## src/rtl/output_arbiter.sv

```systemverilog
// Output-port arbiter: round-robin selection among the VC buffers of one input
// port, gated by a credit counter that mirrors free slots in the next router.
module output_arbiter #(
  parameter int NUM_VC           = 4,
  parameter int DOWNSTREAM_DEPTH = 4,
  parameter int FLIT_SIZE        = 8,
  parameter int VC_W             = (NUM_VC > 1) ? $clog2(NUM_VC) : 1
) (
  input  logic                        clock,
  input  logic                        reset,
  input  logic [NUM_VC*FLIT_SIZE-1:0] vc_flit,
  input  logic [NUM_VC-1:0]           vc_is_new,
  input  logic                        credit_return,
  output logic [NUM_VC-1:0]           vc_grant,
  output logic [FLIT_SIZE-1:0]        flit_out,
  output logic                        flit_out_valid,
  output logic [VC_W-1:0]             flit_out_vc,
  output logic                        dbg_state,
  output logic [3:0]                  dbg_cnt
);

  // Handshake: a flit is offered while vc_is_new[i] is high; it is taken on the
  // edge that registers vc_grant[i], which then pulses for exactly one cycle.
  // flit_out_valid marks the same cycle; the link has no backpressure, credits
  // stand in for downstream ready.

  typedef enum logic {RUN = 1'b0, BLOCKED = 1'b1} state_t;

  localparam logic [3:0] DEPTH = 4'(DOWNSTREAM_DEPTH);

  state_t              state, state_next;
  logic [3:0]          cnt, cnt_next;
  logic [VC_W-1:0]     rr, rr_next;
  logic [NUM_VC-1:0]   served, served_next;
  logic [NUM_VC-1:0]   eligible;
  logic [VC_W-1:0]     winner;
  logic                found;
  logic                send;
  logic                ret_ok;
  logic [NUM_VC-1:0]   grant_next;
  logic [FLIT_SIZE-1:0] flit_next;

  assign eligible  = vc_is_new & ~served;
  assign dbg_state = state;
  assign dbg_cnt   = cnt;

  // First eligible VC scanning upward from rr, wrapping at NUM_VC.
  always_comb begin
    int idx;
    found  = 1'b0;
    winner = '0;
    idx    = 0;
    for (int k = 0; k < NUM_VC; k++) begin
      idx = int'(rr) + k;
      if (idx >= NUM_VC) idx = idx - NUM_VC;
      if (!found && eligible[idx[VC_W-1:0]]) begin
        found  = 1'b1;
        winner = idx[VC_W-1:0];
      end
    end
  end

  always_comb begin
    state_next  = state;
    cnt_next    = cnt;
    rr_next     = rr;
    served_next = served;
    grant_next  = '0;
    flit_next   = vc_flit[winner*FLIT_SIZE +: FLIT_SIZE];

    send   = (state == RUN) && (cnt != 4'd0) && found;
    // A credit beyond the downstream depth is spurious and dropped, even when
    // it coincides with a send.
    ret_ok = credit_return && (cnt < DEPTH);

    case ({send, ret_ok})
      2'b10:   cnt_next = cnt - 4'd1;
      2'b01:   cnt_next = cnt + 4'd1;
      default: cnt_next = cnt;
    endcase

    if (send) begin
      grant_next = {{(NUM_VC-1){1'b0}}, 1'b1} << winner;
      if (winner == VC_W'(NUM_VC - 1)) rr_next = '0;
      else                             rr_next = winner + VC_W'(1);
    end

    // is_new lingers after the grant; served masks that window until it drops.
    for (int i = 0; i < NUM_VC; i++) begin
      served_next[i] = vc_is_new[i] & (served[i] | grant_next[i]);
    end

    case (state)
      RUN:     if (cnt_next == 4'd0) state_next = BLOCKED;
      BLOCKED: if (cnt_next != 4'd0) state_next = RUN;
      default: state_next = RUN;
    endcase
  end

  always_ff @(posedge clock or posedge reset) begin
    if (reset) begin
      state          <= RUN;
      cnt            <= DEPTH;
      rr             <= '0;
      served         <= '0;
      vc_grant       <= '0;
      flit_out       <= '0;
      flit_out_valid <= 1'b0;
      flit_out_vc    <= '0;
    end else begin
      state          <= state_next;
      cnt            <= cnt_next;
      rr             <= rr_next;
      served         <= served_next;
      vc_grant       <= grant_next;
      flit_out_valid <= send;
      if (send) begin
        flit_out    <= flit_next;
        flit_out_vc <= winner;
      end
    end
  end

endmodule

```

## config.mk

```make
export PLATFORM = sky130hd
export DESIGN_NAME = output_arbiter
export DESIGN_NICKNAME = d
export VERILOG_FILES = /design/src/rtl/output_arbiter.sv
export SDC_FILE = /design/constraint.sdc
export NUM_CORES = 1
export LEC_CHECK = 0
export ABC_CLOCK_PERIOD_IN_PS = 3030
export CAP_MARGIN = 5
export CORE_MARGIN = 5
export CORE_UTILIZATION = 30
export DETAILED_ROUTE_END_ITERATION = 8
export GPL_TIMING_DRIVEN = 0
export PLACE_DENSITY = 0.63
export SLEW_MARGIN = 20
export SYNTH_ARGS = -nofsm -noshare
export SYNTH_HDL_FRONTEND = slang
export SYNTH_SLANG_ARGS = --single-unit
```

## constraint.sdc

```tcl
create_clock -name clock -period 3.03 [get_ports clock]
set_clock_uncertainty 0.05 [all_clocks]
set_input_delay 0.606 -clock clock [delete_from_list [all_inputs] [get_ports clock]]
set_output_delay 0.606 -clock clock [all_outputs]
set_load 0.05 [all_outputs]
```

Word-level counts from Yosys, hierarchy flattened. Index checks and enable logic that the tools add are counted.

Bits in registers: 26. Input port bits: 39. Output and inout port bits: 20. Logic and storage cells: 81.

$add $sub $neg: 10. Magnitude comparators: 9. Eq/ne operators: 3. Shifts and indexed selects: 2. Muxes and demuxes: 26. Bitwise operators: 11. Reductions and logical operators: 12.

Operators with widths (count): 32-bit by 6-bit indexed part select with 8-bit output (1); 2-bit 2-to-1 mux (9); 2-bit by 3-bit < comparator with 1-bit output (second input constant) (4); 1-bit 2-to-1 mux (10); 3-bit >= comparator (second input constant) (3); 1-bit binary-select mux with 2-bit select (4); 4-bit one-hot mux with 2 select lines (1); 4-bit nonzero test (2); 2-bit by 1-bit subtractor with 2-bit output (second input constant) (4); 2-bit by 2-bit adder with 3-bit output (second input constant) (2); 1-bit logical AND (6); 4-bit by 1-bit adder with 4-bit output (second input constant) (1); 1-bit bitwise AND (4); 4-bit bitwise AND (1); 2-bit equality test (second input constant) (2); 4-bit logical NOT (1); 4-bit by 3-bit < comparator with 1-bit output (second input constant) (1); 4-bit 2-to-1 mux (1); 4-bit NOT (1); 1-bit OR (4); 1-bit by 2-bit left shift with 4-bit output (first input constant) (1); 4-bit by 1-bit subtractor with 4-bit output (second input constant) (1); 2-bit by 1-bit adder with 3-bit output (second input constant) (1); 2-bit by 3-bit >= comparator with 1-bit output (second input constant) (1); 5 further kinds (7).

Logic depth before layout (Yosys ltp).
Depth after elaboration: 20. Depth in mapped cells: 13. Gate-level depth less buffers: 11.

Worst setup path after synthesis. No wires, ideal clock.

Path type: register -> register. From: reg cnt[0] (netlist: dbg_cnt[0]). To: reg cnt[3] (netlist: dbg_cnt[3]). Setup time: 0.127 ns. Arrival time: 2.845 ns. Required time: 2.853 ns. Path slack: 0.008 ns. Stages on the path, launching flop included: 13. Buffers on the path: 2. Clock period less this slack: 3.022 ns. Cells stage by stage: dfrtp_1 -> nor4_1 -> a311o_1 -> buf_2 -> buf_2 -> ha_1 -> inv_1 -> ha_1 -> a21o_1 -> a21oi_1 -> xnor2_1 -> o21a_1 -> or2_2.

Longest elaborated chain between the ends: 5. Elaborated cells between the ends (all ways): 10. Classes of those cells: 2 x add/sub; 1 x order compare; 2 x eq/ne; 1 x mux; 4 x reduce/logical.

RTL lines: start, declared (RTL line 32) `logic [3:0] cnt, cnt_next;`; start signal, assigned (RTL line 112) `cnt <= cnt_next;`; branches (longest 4 deep; another with 4-bit by 3-bit < comparator with 1-bit output); 4-bit one-hot mux with 2 select lines * (RTL line 76) `case ({send, ret_ok})`; net cnt_next[3] (RTL line 32).

Mark *: on every way through the listed nets, which the timed path passes. A chain may end at the register's enable or synchronous reset.

Worst setup path after layout.
From: in vc_is_new[3]. To: reg cnt[3] (netlist: dbg_cnt[3]).

Longest elaborated chain between the ends: 16. Elaborated cells between the ends (all ways): 23. Classes of those cells: 2 x eq/ne; 13 x mux; 1 x bitwise; 7 x reduce/logical.

RTL lines: start, declared (RTL line 12) `input logic [NUM_VC-1:0] vc_is_new,`; 4-bit bitwise AND * (RTL line 43) `assign eligible = vc_is_new & ~served;`; 1-bit binary-select mux with 2-bit select (RTL line 56) `if (!found && eligible[idx[VC_W-1:0]]) begin`; 1-bit 2-to-1 mux (not written as such) (RTL line 56); 1-bit 2-to-1 mux (RTL line 56); 1-bit logical NOT (RTL line 56); 1-bit logical AND (RTL line 56); 1-bit 2-to-1 mux (RTL line 56); 1-bit logical NOT (RTL line 56); 1-bit logical AND (RTL line 56); 1-bit 2-to-1 mux (RTL line 56); 1-bit logical NOT (RTL line 56); 1-bit logical AND (RTL line 56); 1-bit 2-to-1 mux * (RTL line 56); 1-bit logical AND * (RTL line 71) `send = (state == RUN) && (cnt != 4'd0) && found;`; 2-bit by 1-bit equality test with 1-bit output / 2-bit equality test (equally long branches) (RTL line 76); 4-bit one-hot mux with 2 select lines * (RTL line 76); net cnt_next[3] (RTL line 32).

The timed path passes the listed nets; every way through them passes the cells marked *. The select of a mux whose other input is x is not followed.

==> results by group <==
Clock network
  • Skew-Pair Late Insertion Delay: about 0.27 ns
  • TritonCTS buffer count: 3
  • Clk sinks: 26
  • Max H-tree Level: 1
  • Hold_buf cts: 0
  • Worst-path clk slew: approximately 0.090 ns
  • CTS tree: built
  • Bufs on Longest Clock Path: 2
  • CTS Root Cell: clkbuf_8

Global route
  • Largest net degree at the start of global routing: 27
  • Initial antenna violation count: 0
  • Vias in the first global route: 1220
  • GRT Util Overall: 0.119
  • First-pass GRT wire length: around 5900 um
  • Gr ovfl total: 0

Timing
  • Final setup fails: 0
  • Fmax: about 340 MHz
  • Worst-Margin Slew: between 0.9 and 1 ns
  • Pins Over Slew Limit: 0
  • Hold Fails Final Rpt: 0
  • RSZ-0062 raised after global routing: false
  • Crit share post-route: 0.958
  • Rel. slew slack: 0.386
  • Final Critical Period: between 2 and 3 ns
  • Post-route worst setup slack: about 0.13 ns

Routing
  • Total number of vias: between 1000 and 1500
  • Routed WL: approximately 3600 um
  • Residual DRC: 0
  • Pre-antenna DRT Iters: 4
  • Number of vias per cell: 4.86
  • Routed length per placed instance: about 15 um
  • Antenna Nets Post-Route: 0
  • Initial DRC Count: 43

Flow run
  • Max-cap check violation count: 0

Worst setup path
  • CP required: approximately 3.1 ns
  • Crit. End Element: flop
  • CP max stage cell: a311o_1
  • Crit-path max cell delay: roughly 0.32 ns
  • CP startpoint kind: input port
  • Critical path class: in2reg
  • Worst-path maximum fanout: 3
  • Largest delay share family, worst path: compound AO/OA/AOI/OAI gates
  • Reg2Reg Setup Slack: 0.28 ns
  • CP arrival: roughly 3 ns
  • Crit-path cells: dlygate4sd2_1 -> nor2b_4 -> nor2_1 -> a311o_1 -> buf_6 -> ha_2 -> inv_2 -> ha_1 -> a21o_1 -> a21oi_2 -> xnor2_2 -> o21a_1 -> or2_2
  • CP bufs+invs: 3

Placement
  • Placer congestion estimate: about 0.76
  • Port bufs: 58
  • Worst slack at placement: -0.756 ns
  • Placed cell area: about 2100 um2
  • Placed insts: approximately 240

Die
  • I/O pins: just under 60
  • Core footprint: 4660 um2
  • # rows: 25
  • Die Ht: 78.7 um
  • Die span in x: around 79 um
  • Die area: 6200 um2
  • Starting utilization of the core area: 0.304

Pwr
  • Power Density: roughly 1200 nW/um2
  • Lkg Pwr: around 1 nW
  • Maximum vdd drop: 452 uV

Yosys
  • Area leader, netlist: dfrtp_1
  • Main synth FF type: dfrtp_1
  • Warnings, synthesis: 0
  • EDFF count, synth: 0
  • Syn_nets: 172
  • Post-synthesis register bit count: 26
  • Avg Cell Area, Syn: 11.3 um2
  • Post-synth top area share: 0.441
  • Seq/Total Area, Yosys: 0.460
  • Cells after Synth: ~130
  • Synthesized area: approximately 1400 um2
  • Largest cells by area after synthesis: dfrtp_1 44%, mux2i_1 11%, ha_1 6.2%, o221ai_1 5.6%, nand2_1 3.7%
  • Synth cell types: 34
  • Async S/R FF share, synth: 1.00

Final layout
  • Final core utilization: 0.473
  • N_diodes: 0
  • Number of fill cells: 429
  • Multi-input combinational cell area: 727 um2
  • Share of layout cells above drive strength 1: 0.137
  • Nets@finish: 238
  • Layout Area Growth over Synthesis: 55.4%
  • Finished Layout Cells: between 200 and 250
  • Final Instance Area: 2200 um2
  • Sequential Area: about 650 um2

Worst hold path
  • Hold Path Class: reg2reg

Status
  • Outcome: finished clean
==> worst paths after layout <==
kind                               from              to  depth (start not counted)
min in group asynchronous         reset  flit_out_vc[0]                          2
min reg2reg                   served[2]       served[2]                          1
max in group asynchronous         reset     vc_grant[1]                          2
max reg2reg                   served[1]      dbg_cnt[3]                         12
max                        vc_is_new[3]      dbg_cnt[3]                         13
min                           served[2]       served[2]                          1
==> metrics by stage <==
step | power, mW | TNS (ns) | hold WS, ns
after global placement | 2.31 | -1.68 | 0.415
after CTS | 2.70 | 0 | 0.442
after floorplan | 1.85 | 0 | 0.405
after detailed placement | 2.35 | -1.96 | 0.421
after global routing | 2.87 | 0 | 0.457
final | 2.70 | 0 | 0.438
==> synthesized netlist by cell type, types with 3 or more instances <==
| master | n |
|---|---|
| mux2i_1 | 16 |
| o21ai_0 | 4 |
| nand2_1 | 14 |
| o221ai_1 | 9 |
| ha_1 | 7 |
| o21a_1 | 5 |
| inv_1 | 6 |
| nand2b_1 | 4 |
| xnor2_1 | 3 |
| dfrtp_1 | 25 |
| and2_1 | 4 |
==> area by class of cell <==
| class | instances | area share |
|---|---|---|
| repair buffers | 62 | 0.280 |
| flip-flops and latches | 26 | 0.296 |
| multi-input cells | 89 | 0.330 |
| clock buffers | 3 | 0.0187 |
| clock inverters | 1 | 0.0136 |
| plain buffers | 3 | 0.0210 |
| well taps | 54 | 0.0307 |
| inverters | 6 | 0.0102 |
==> placed cells by master (no fill, tap or decap), drive strengths merged, types with 2 or more instances in the layout <==
cell and instances:
inv 5, nor2 2, nand2 16, dfrtp 25
o21ai 4, mux2i 16, dlymetal6s2s 3, clkdlybuf4s50 54
a21oi 2, and2 5, a21o 2, buf 7
ha 7, a311o 2, clkbuf 3, o221ai 9
xnor2 3, o21a 5, nand2b 4
==> timing repair <==
| item | in CTS | in global routing |
|---|---|---|
| pin swaps | 1 | 3 |
| endpoints found under the setup margin | 2 | 2 |
| gates cloned | 0 | 0 |
| buffers inserted | 2 | 2 |
| gates resized for setup | 9 | 5 |
==> per-layer routing <==
metal / global-route usage / share of wire
met1: 0.145 / 0.42
met2: 0.203 / 0.50
met3: 0.0351 / 0.072
met4: 0.0367 / 0.013
met5: 0 / 0
==> cells by family (layout without fill, tap and decap cells) <==
family,Yosys count,in the layout,share of synthesized area
AND/OR/NAND/NOR,35,35,0.131
AO/OA/AOI/OAI,26,26,0.147
buffers and inverters,10,75,0.0477
adder cells (fa/ha/maj),8,8,0.0759
flip-flops,26,26,0.460
multiplexers,17,17,0.121
XOR/XNOR,3,3,0.0185
==> registers in the layout, summed over array words and instances (netlist names) <==
signal,cells
served,4
dbg_cnt,4
flit_out_vc,2
vc_grant,4
flit_out,8
flit_out_valid,1
rr,2
dbg_state,1
==> report_power, final <==
| group | internal (mW) | total [mW] | leakage [nW] | switching [mW] |
|---|---|---|---|---|
| clock network | 0.177 | 0.288 | 0.0357 | 0.111 |
| logic | 0.742 | 1.76 | 0.645 | 1.02 |
| registers | 0.525 | 0.651 | 0.322 | 0.126 |
Note: power is estimated with default switching activity, not from simulation.
